$ cat src/rtl/ahb_cpu_req_gen.sv
// AHB-Lite instruction-fetch traffic generator.
// Issues single-beat 32-bit NONSEQ reads, one outstanding at a time, repeating
// each address HOLD times before stepping by one word and wrapping inside
// [ADDR_BASE, ADDR_BASE+ADDR_SPAN). Returned data must equal the address.
module ahb_cpu_req_gen #(
    parameter int unsigned REQ_FREQ_CYCLES = 32'd1,
    parameter int unsigned HOLD            = 32'd10,
    parameter logic [31:0] ADDR_BASE       = 32'h0000_0000,
    parameter logic [31:0] ADDR_SPAN       = 32'h0000_0100
) (
    input  logic        hclk,
    input  logic        hrstn,
    output logic [31:0] haddr,
    output logic [1:0]  htrans,
    output logic        hwrite,
    output logic [2:0]  hsize,
    output logic [2:0]  hburst,
    output logic [3:0]  hprot,
    output logic        hmastlock,
    output logic [31:0] hwdata,
    input  logic [31:0] hrdata,
    input  logic        hready,
    input  logic        hresp,
    output logic [31:0] xfer_cnt,
    output logic        mismatch,
    output logic        bus_err
);

    localparam logic [1:0]  HTRANS_IDLE   = 2'b00;
    localparam logic [1:0]  HTRANS_NONSEQ = 2'b10;
    localparam logic [31:0] GAP_LAST      = 32'(REQ_FREQ_CYCLES - 32'd1);
    localparam logic [31:0] HOLD_LAST     = 32'(HOLD - 32'd1);
    localparam logic [31:0] ADDR_LAST     = ADDR_BASE + ADDR_SPAN - 32'd4;

    typedef enum logic [1:0] {
        ST_GAP  = 2'b00,
        ST_ADDR = 2'b01,
        ST_DATA = 2'b10
    } state_t;

    state_t      state_q;
    logic [31:0] gap_cnt_q;
    logic [31:0] rep_cnt_q;
    logic [31:0] rep_cnt_d;
    logic [31:0] haddr_q;
    logic [31:0] haddr_d;
    logic [1:0]  htrans_q;
    logic [31:0] xfer_cnt_q;
    logic        mismatch_q;
    logic        bus_err_q;

    // Repeat counter and address to load when the current transfer completes.
    always_comb begin
        rep_cnt_d = rep_cnt_q;
        haddr_d   = haddr_q;
        if (rep_cnt_q >= HOLD_LAST) begin
            rep_cnt_d = 32'd0;
            if (haddr_q == ADDR_LAST) begin
                haddr_d = ADDR_BASE;
            end else begin
                haddr_d = haddr_q + 32'd4;
            end
        end else begin
            rep_cnt_d = rep_cnt_q + 32'd1;
        end
    end

    // Transfer FSM: idle gap, address phase, data phase; all outputs registered.
    always_ff @(posedge hclk or negedge hrstn) begin
        if (!hrstn) begin
            state_q    <= ST_GAP;
            gap_cnt_q  <= 32'd0;
            rep_cnt_q  <= 32'd0;
            haddr_q    <= ADDR_BASE;
            htrans_q   <= HTRANS_IDLE;
            xfer_cnt_q <= 32'd0;
            mismatch_q <= 1'b0;
            bus_err_q  <= 1'b0;
        end else begin
            case (state_q)
                ST_GAP: begin
                    htrans_q <= HTRANS_IDLE;
                    if (gap_cnt_q >= GAP_LAST) begin
                        state_q   <= ST_ADDR;
                        htrans_q  <= HTRANS_NONSEQ;
                        gap_cnt_q <= 32'd0;
                    end else begin
                        gap_cnt_q <= gap_cnt_q + 32'd1;
                    end
                end
                ST_ADDR: begin
                    // Address and NONSEQ stay frozen until the slave accepts.
                    if (hready) begin
                        state_q  <= ST_DATA;
                        htrans_q <= HTRANS_IDLE;
                    end else begin
                        htrans_q <= HTRANS_NONSEQ;
                    end
                end
                ST_DATA: begin
                    htrans_q <= HTRANS_IDLE;
                    if (hresp) begin
                        // ERROR: flag on the first cycle, finish on the second, no data check.
                        bus_err_q <= 1'b1;
                        if (hready) begin
                            state_q    <= ST_GAP;
                            gap_cnt_q  <= 32'd0;
                            xfer_cnt_q <= xfer_cnt_q + 32'd1;
                            rep_cnt_q  <= rep_cnt_d;
                            haddr_q    <= haddr_d;
                        end else begin
                            state_q <= ST_DATA;
                        end
                    end else if (hready) begin
                        if (hrdata != haddr_q) begin
                            mismatch_q <= 1'b1;
                        end else begin
                            mismatch_q <= mismatch_q;
                        end
                        state_q    <= ST_GAP;
                        gap_cnt_q  <= 32'd0;
                        xfer_cnt_q <= xfer_cnt_q + 32'd1;
                        rep_cnt_q  <= rep_cnt_d;
                        haddr_q    <= haddr_d;
                    end else begin
                        state_q <= ST_DATA;
                    end
                end
                default: begin
                    state_q   <= ST_GAP;
                    gap_cnt_q <= 32'd0;
                    htrans_q  <= HTRANS_IDLE;
                end
            endcase
        end
    end

    assign haddr     = haddr_q;
    assign htrans    = htrans_q;
    assign xfer_cnt  = xfer_cnt_q;
    assign mismatch  = mismatch_q;
    assign bus_err   = bus_err_q;
    assign hwrite    = 1'b0;
    assign hsize     = 3'b010;
    assign hburst    = 3'b000;
    assign hprot     = 4'b0010;
    assign hmastlock = 1'b0;
    assign hwdata    = 32'h0000_0000;

endmodule

$ cat config.mk
export PLATFORM = sky130hd
export DESIGN_NAME = ahb_cpu_req_gen
export DESIGN_NICKNAME = d
export VERILOG_FILES = /design/src/rtl/ahb_cpu_req_gen.sv
export SDC_FILE = /design/constraint.sdc
export NUM_CORES = 1
export LEC_CHECK = 0
export ABC_CLOCK_PERIOD_IN_PS = 2900
export CORE_MARGIN = 4
export CORE_UTILIZATION = 25
export CTS_CLUSTER_SIZE = 25
export DETAILED_ROUTE_END_ITERATION = 10
export PLACE_DENSITY = 0.54
export SLEW_MARGIN = 15
export SYNTH_ARGS = -nofsm -noshare
export SYNTH_HDL_FRONTEND = slang
export SYNTH_SLANG_ARGS = --single-unit
$ cat constraint.sdc
create_clock -name hclk -period 2.9 [get_ports hclk]
set_input_delay 0.725 -clock hclk [delete_from_list [all_inputs] [get_ports hclk]]
set_output_delay 0.725 -clock hclk [all_outputs]
set_load 0.005 [all_outputs]
Yosys cells after proc, flatten, opt, wreduce, memory -nomap -nowiden --
Cells that the tools add are included.
Storage, ports and cells: bits of input ports 36, word-level logic and storage cells 41, bits in registers 134, output and inout port bits 112
Operators by class: reduce and logical (&&, ||, !) cells 7, $lt $le $gt $ge 2, bitwise logic cells 2, mux-type cells 11, equal/unequal tests 7, add/sub/neg operators 4
Operator list (number):
- 32-bit 2-to-1 mux | 4
- 32-bit by 1-bit adder with 32-bit output (second input constant) | 3
- 32-bit case mux with 3 select lines | 1
- 32-bit by 3-bit adder with 32-bit output (second input constant) | 1
- 32-bit by 8-bit equality test with 1-bit output (second input constant) | 1
- 32-bit by 1-bit greater-or-equal comparator with 1-bit output (second input constant) | 1
- 32-bit by 4-bit greater-or-equal comparator with 1-bit output (second input constant) | 1
- 32-bit inequality test | 1
- 2-bit 2-to-1 mux | 4
- 2-bit AND reduction | 4
- 2-bit inequality test (second input constant) | 3
- 2-bit case mux with 3 select lines | 1
- 2-bit case mux with 2 select lines | 1
- 4-bit AND reduction | 1
- 3-bit AND reduction | 1
- 2-bit by 1-bit equality test with 1-bit output (second input constant) | 1
- 2-bit equality test (second input constant) | 1
- 2-bit zero test | 1
- 1-bit inverter | 2

Longest topological paths before layout --
depth in word-level cells 3, mapped depth 9

Worst setup path before layout --
OpenSTA, ideal clock, no wires.
path type in2reg, start point input hready, end point register xfer_cnt_q[14] (netlist: xfer_cnt[14]), arrival 1.869 ns, setup time 0.125 ns, buffers on the path 1, stages on the path 6, setup slack 0.907 ns, data required time 2.775 ns, path through and3b_1 -> buf_2 -> nand4_2 -> nor3_1 -> nand3_1 -> xnor2_1
Between the ends: cells in the longest elaborated chain, start to end 1
Ends and longest elaborated chain:
- start: declaration | RTL line 22 | input logic hready,
- 2-bit AND reduction (no source line)
- end signal: assignment | RTL line 108 | xfer_cnt_q <= xfer_cnt_q + 32'd1;
- end signal: assignment | RTL line 122 | xfer_cnt_q <= xfer_cnt_q + 32'd1;
- end: declaration | RTL line 48 | logic [31:0] xfer_cnt_q;
No other way between the ends. A chain may end at the register's enable or synchronous reset.

Worst setup path after layout --
start point register rep_cnt_q[5], end point register haddr_q[27] (netlist: haddr[27])
Between the ends: cells in the longest elaborated chain, start to end 2
Ends and longest elaborated chain:
- start: declaration | RTL line 43 | logic [31:0] rep_cnt_q;
- start signal: assignment | RTL line 109 | rep_cnt_q <= rep_cnt_d;
- start signal: assignment | RTL line 123 | rep_cnt_q <= rep_cnt_d;
- 32-bit by 4-bit greater-or-equal comparator with 1-bit output | RTL line 56 | if (rep_cnt_q >= HOLD_LAST) begin
- 3-bit AND reduction (no source line)
- end signal: assignment | RTL line 110 | haddr_q <= haddr_d;
- end signal: assignment | RTL line 124 | haddr_q <= haddr_d;
- end: declaration | RTL line 45 | logic [31:0] haddr_q;
No other way between the ends.

==> metrics.log <==
[metrics] filler cell count: about 2200
[metrics] Worst setup EP type: flop
[metrics] hold crit path type: in2async
[metrics] Congestion Overflow GR: 0
[metrics] IO Port Bufs: 100
[metrics] parity-gate share of the synthesized area counting xor and xnor cells: between 10% and 20%
[metrics] share of post-route cells with drive strength above 1: 7.19%
[metrics] Routed WL per cell: about 15 um
[metrics] CTS sink cnt: 99
[metrics] arrival time reported for the critical path endpoint: 2550 ps
[metrics] minimum clock period: 2310 ps
[metrics] required time worst endpoint: ~3100 ps
[metrics] Critical Path Fanout Max: 17
[metrics] relative slew slack: 48.7%
[metrics] DRT Pass-1 Iters: 4
[metrics] area delta synth->final: 26.7%
[metrics] final clock period utilization by the worst path: between 70 and 80%
[metrics] depth of the CTS H-tree: 3
[metrics] actual transition at the worst max-transition pin: 769 ps
[metrics] total power of the final layout: ~0.0032 W
[metrics] Die Span Y: approximately 160 um
[metrics] number of nets in the layout: approximately 710
[metrics] core footprint: 0.0213 mm2
[metrics] maximum number of pins on one net before global-route repair: 53
[metrics] element type at the critical path start: flop
[metrics] power density of the placed cells: 453 mW/mm2
[metrics] TritonCTS clock tree: yes
[metrics] register area share after synthesis: 45.1%
[metrics] CP Launch Point: rep_cnt_q[5]
[metrics] Gate Count Post-Synth: about 560
[metrics] maximum count of clock buffers along a single path: 2
[metrics] adder-cell area share of the yosys netlist: ~1.4%
[metrics] Worst IR Drop VDD: 274 uV
[metrics] library cells used by synthesis: between 40 and 50
[metrics] clock tree skew after final layout: approximately 7.5 ps
[metrics] post-detailed-route count of antenna-violating nets: 0
[metrics] R2R Setup Slk: ~590 ps
[metrics] via total after detailed routing: 4214
[metrics] result of the run: completed
[metrics] Root Buffer: clkbuf_16
[metrics] max-cap check violation count: 0
[metrics] number of buffers added for setup after CTS: 0
[metrics] type of the worst setup path: reg2reg
[metrics] insertion delay to the later sink of the worst-skew pair: between 300 and 400 ps
[metrics] Die Span X: ~160 um
[metrics] leakage power figure: just over 3 nW
[metrics] Avg Synthesized Cell Area: 9.79 um2
[metrics] Initial Util: around a quarter
[metrics] Final Wtd Congestion: approximately 0.78
[metrics] number of endpoints with negative hold slack in the final report: 0
[metrics] hold buffer count at CTS: 0
[metrics] number of instances resized during post-cts repair: 0
[metrics] max-slew violations: 0
[metrics] number of antenna cells inserted: 0
[metrics] top-level I/O count: about 150
[metrics] number of synthesized register bits: 99
[metrics] number of flops mapped to enable cells by yosys: 0
[metrics] sequential cell area: between 0.002 and 0.0025 mm2
[metrics] r2r startpoint: rep_cnt_q[5]
[metrics] placed wire-length estimate after detailed placement: between 10 and 15 mm
[metrics] multiplexer fraction of the synthesized cell area: about 1.6%
[metrics] number of antenna violations at the first check in global routing: 0
[metrics] clock-pin slew on the worst setup and hold paths: 70 ps
[metrics] simple-gate portion of the synthesized area: between 20% and 30%
[metrics] upper clock frequency limit: ~0.43 GHz
[metrics] Total Die Area: approximately 0.024 mm2
[metrics] most frequent cells in the layout: dfrtp_1, clkdlybuf4s50_1, nor2_1
[metrics] wire length after detailed routing: 13.9 mm
[metrics] unrepaired setup endpoints after global routing: no
[metrics] final setup vio count: 0
[metrics] warning count from the yosys run: 0
[metrics] capturing point of the worst reg2reg path: haddr[27]
[metrics] footprint of the multi-input gates: approximately 0.0027 mm2
[metrics] via count of the first global-routing pass: 4113
[metrics] fraction of registers with async set or reset after synthesis: between 90% and 100%
[metrics] overall track demand over capacity in global routing: between 10% and 20%
[metrics] dominant combinational cell family by area after synthesis: simple AND/OR/NAND/NOR gates
[metrics] ratio of routed vias to standard cells: 4.47
[metrics] site row count: 53
[metrics] Synth Area in Compound Gates: 7.38%
[metrics] number of CTS-inserted buffers: 9
[metrics] DRC marker count from the first detailed-route iteration: between 200 and 300
[metrics] primary flip-flop cell chosen by synthesis mapping: dfrtp_1
[metrics] wire length of the first global-routing pass: about 23 mm
[metrics] area of the mapped netlist: roughly 0.0055 mm2
[metrics] Post-route DRC: 0
[metrics] Reg2Reg Depth: 5
[metrics] sum of negative setup slack: 0 ps
[layer usage]
| metal | GRT usage, % | part of all wire (%) | vias to the layer above |
|---|---|---|---|
| li1 | - | - | 2092 |
| met1 | 15.8 | 47 | 2015 |
| met2 | 18.3 | 46 | 93 |
| met3 | 2.19 | 5.0 | 14 |
| met4 | 3.97 | 1.5 | 0 |
| met5 | 0 | 0 | - |
[registers in the layout, indices dropped and copies added, names as in the netlist]
| name | count |
|---|---|
| rep_cnt_q | 32 |
| xfer_cnt | 32 |
| haddr | 30 |
| state_q | 2 |
| bus_err | 1 |
| htrans | 1 |
| mismatch | 1 |
[cell usage after synthesis (all sizes together), types with 6 or more instances]
master | count | area, um2
a21oi | 9 | 45.0
and3 | 12 | 75.1
and4 | 10 | 87.6
buf | 59 | 422
clkbuf | 9 | 33.8
dfrtp | 99 | 2480
ha | 6 | 75.1
inv | 7 | 26.3
mux2 | 7 | 78.8
nand2 | 40 | 150
nand3 | 31 | 155
nand4 | 29 | 200
nor2 | 55 | 206
nor3 | 19 | 128
nor4 | 19 | 119
o21ai | 15 | 75.1
o31ai | 10 | 88.8
xnor2 | 37 | 324
xor2 | 42 | 368
[kinds of logic after synthesis]
| group | after synthesis |
|---|---|
| simple gates | 234 |
| flops | 99 |
| xor+xnor | 79 |
| buf+inv | 75 |
| compound gates | 58 |
| mux | 8 |
| fa+ha+maj | 6 |
| other cells | 2 |
[stage by stage]
step | cells | instance area [um2] | worst slack [ps] | hold slack (ps) | util [%]
final | 943 | 6960 | 586 | 240 | 32.7
after global routing | 943 | 6960 | 282 | 245 | 32.7
after CTS | 943 | 6960 | 516 | 235 | 32.7
after detailed placement | 927 | 6680 | 152 | 459 | 31.4
after global placement | 927 | 6680 | 179 | 464 | 31.4
after floorplan | 606 | 5660 | 907 | 429 | -
[worst max-delay path by stage]
stage | to | slack, ps
finish | haddr[27] | 590
CTS | mismatch | 520
detailed placement | mismatch | 150
floorplan | xfer_cnt[14] | 910
global route | mismatch | 280
global placement | mismatch | 180
[layout make-up]
cell class | count | share of cell area, %
multi-input combinational | 432 | 38.8
sequential | 99 | 35.6
timing repair buffer | 114 | 16.2
tap | 275 | 4.95
clock buffer | 10 | 3.29
clock inverter | 6 | 0.720
inverter | 7 | 0.378
[report_power, final]
group,internal (W),leakage [nW],switching [W]
sequential,0.00146,1.35,0.000107
clock,0.000593,0.135,0.000550
combinational,0.000226,1.58,0.000220
[critical path: stages (launching register included)]
cell and delay [ps]:
dfrtp_1 470, nor4_1 310, nand3_1 220, o31ai_4 740, nor3_1 150, mux2_2 300
No activity file was read; power rests on OpenSTA's default activity.
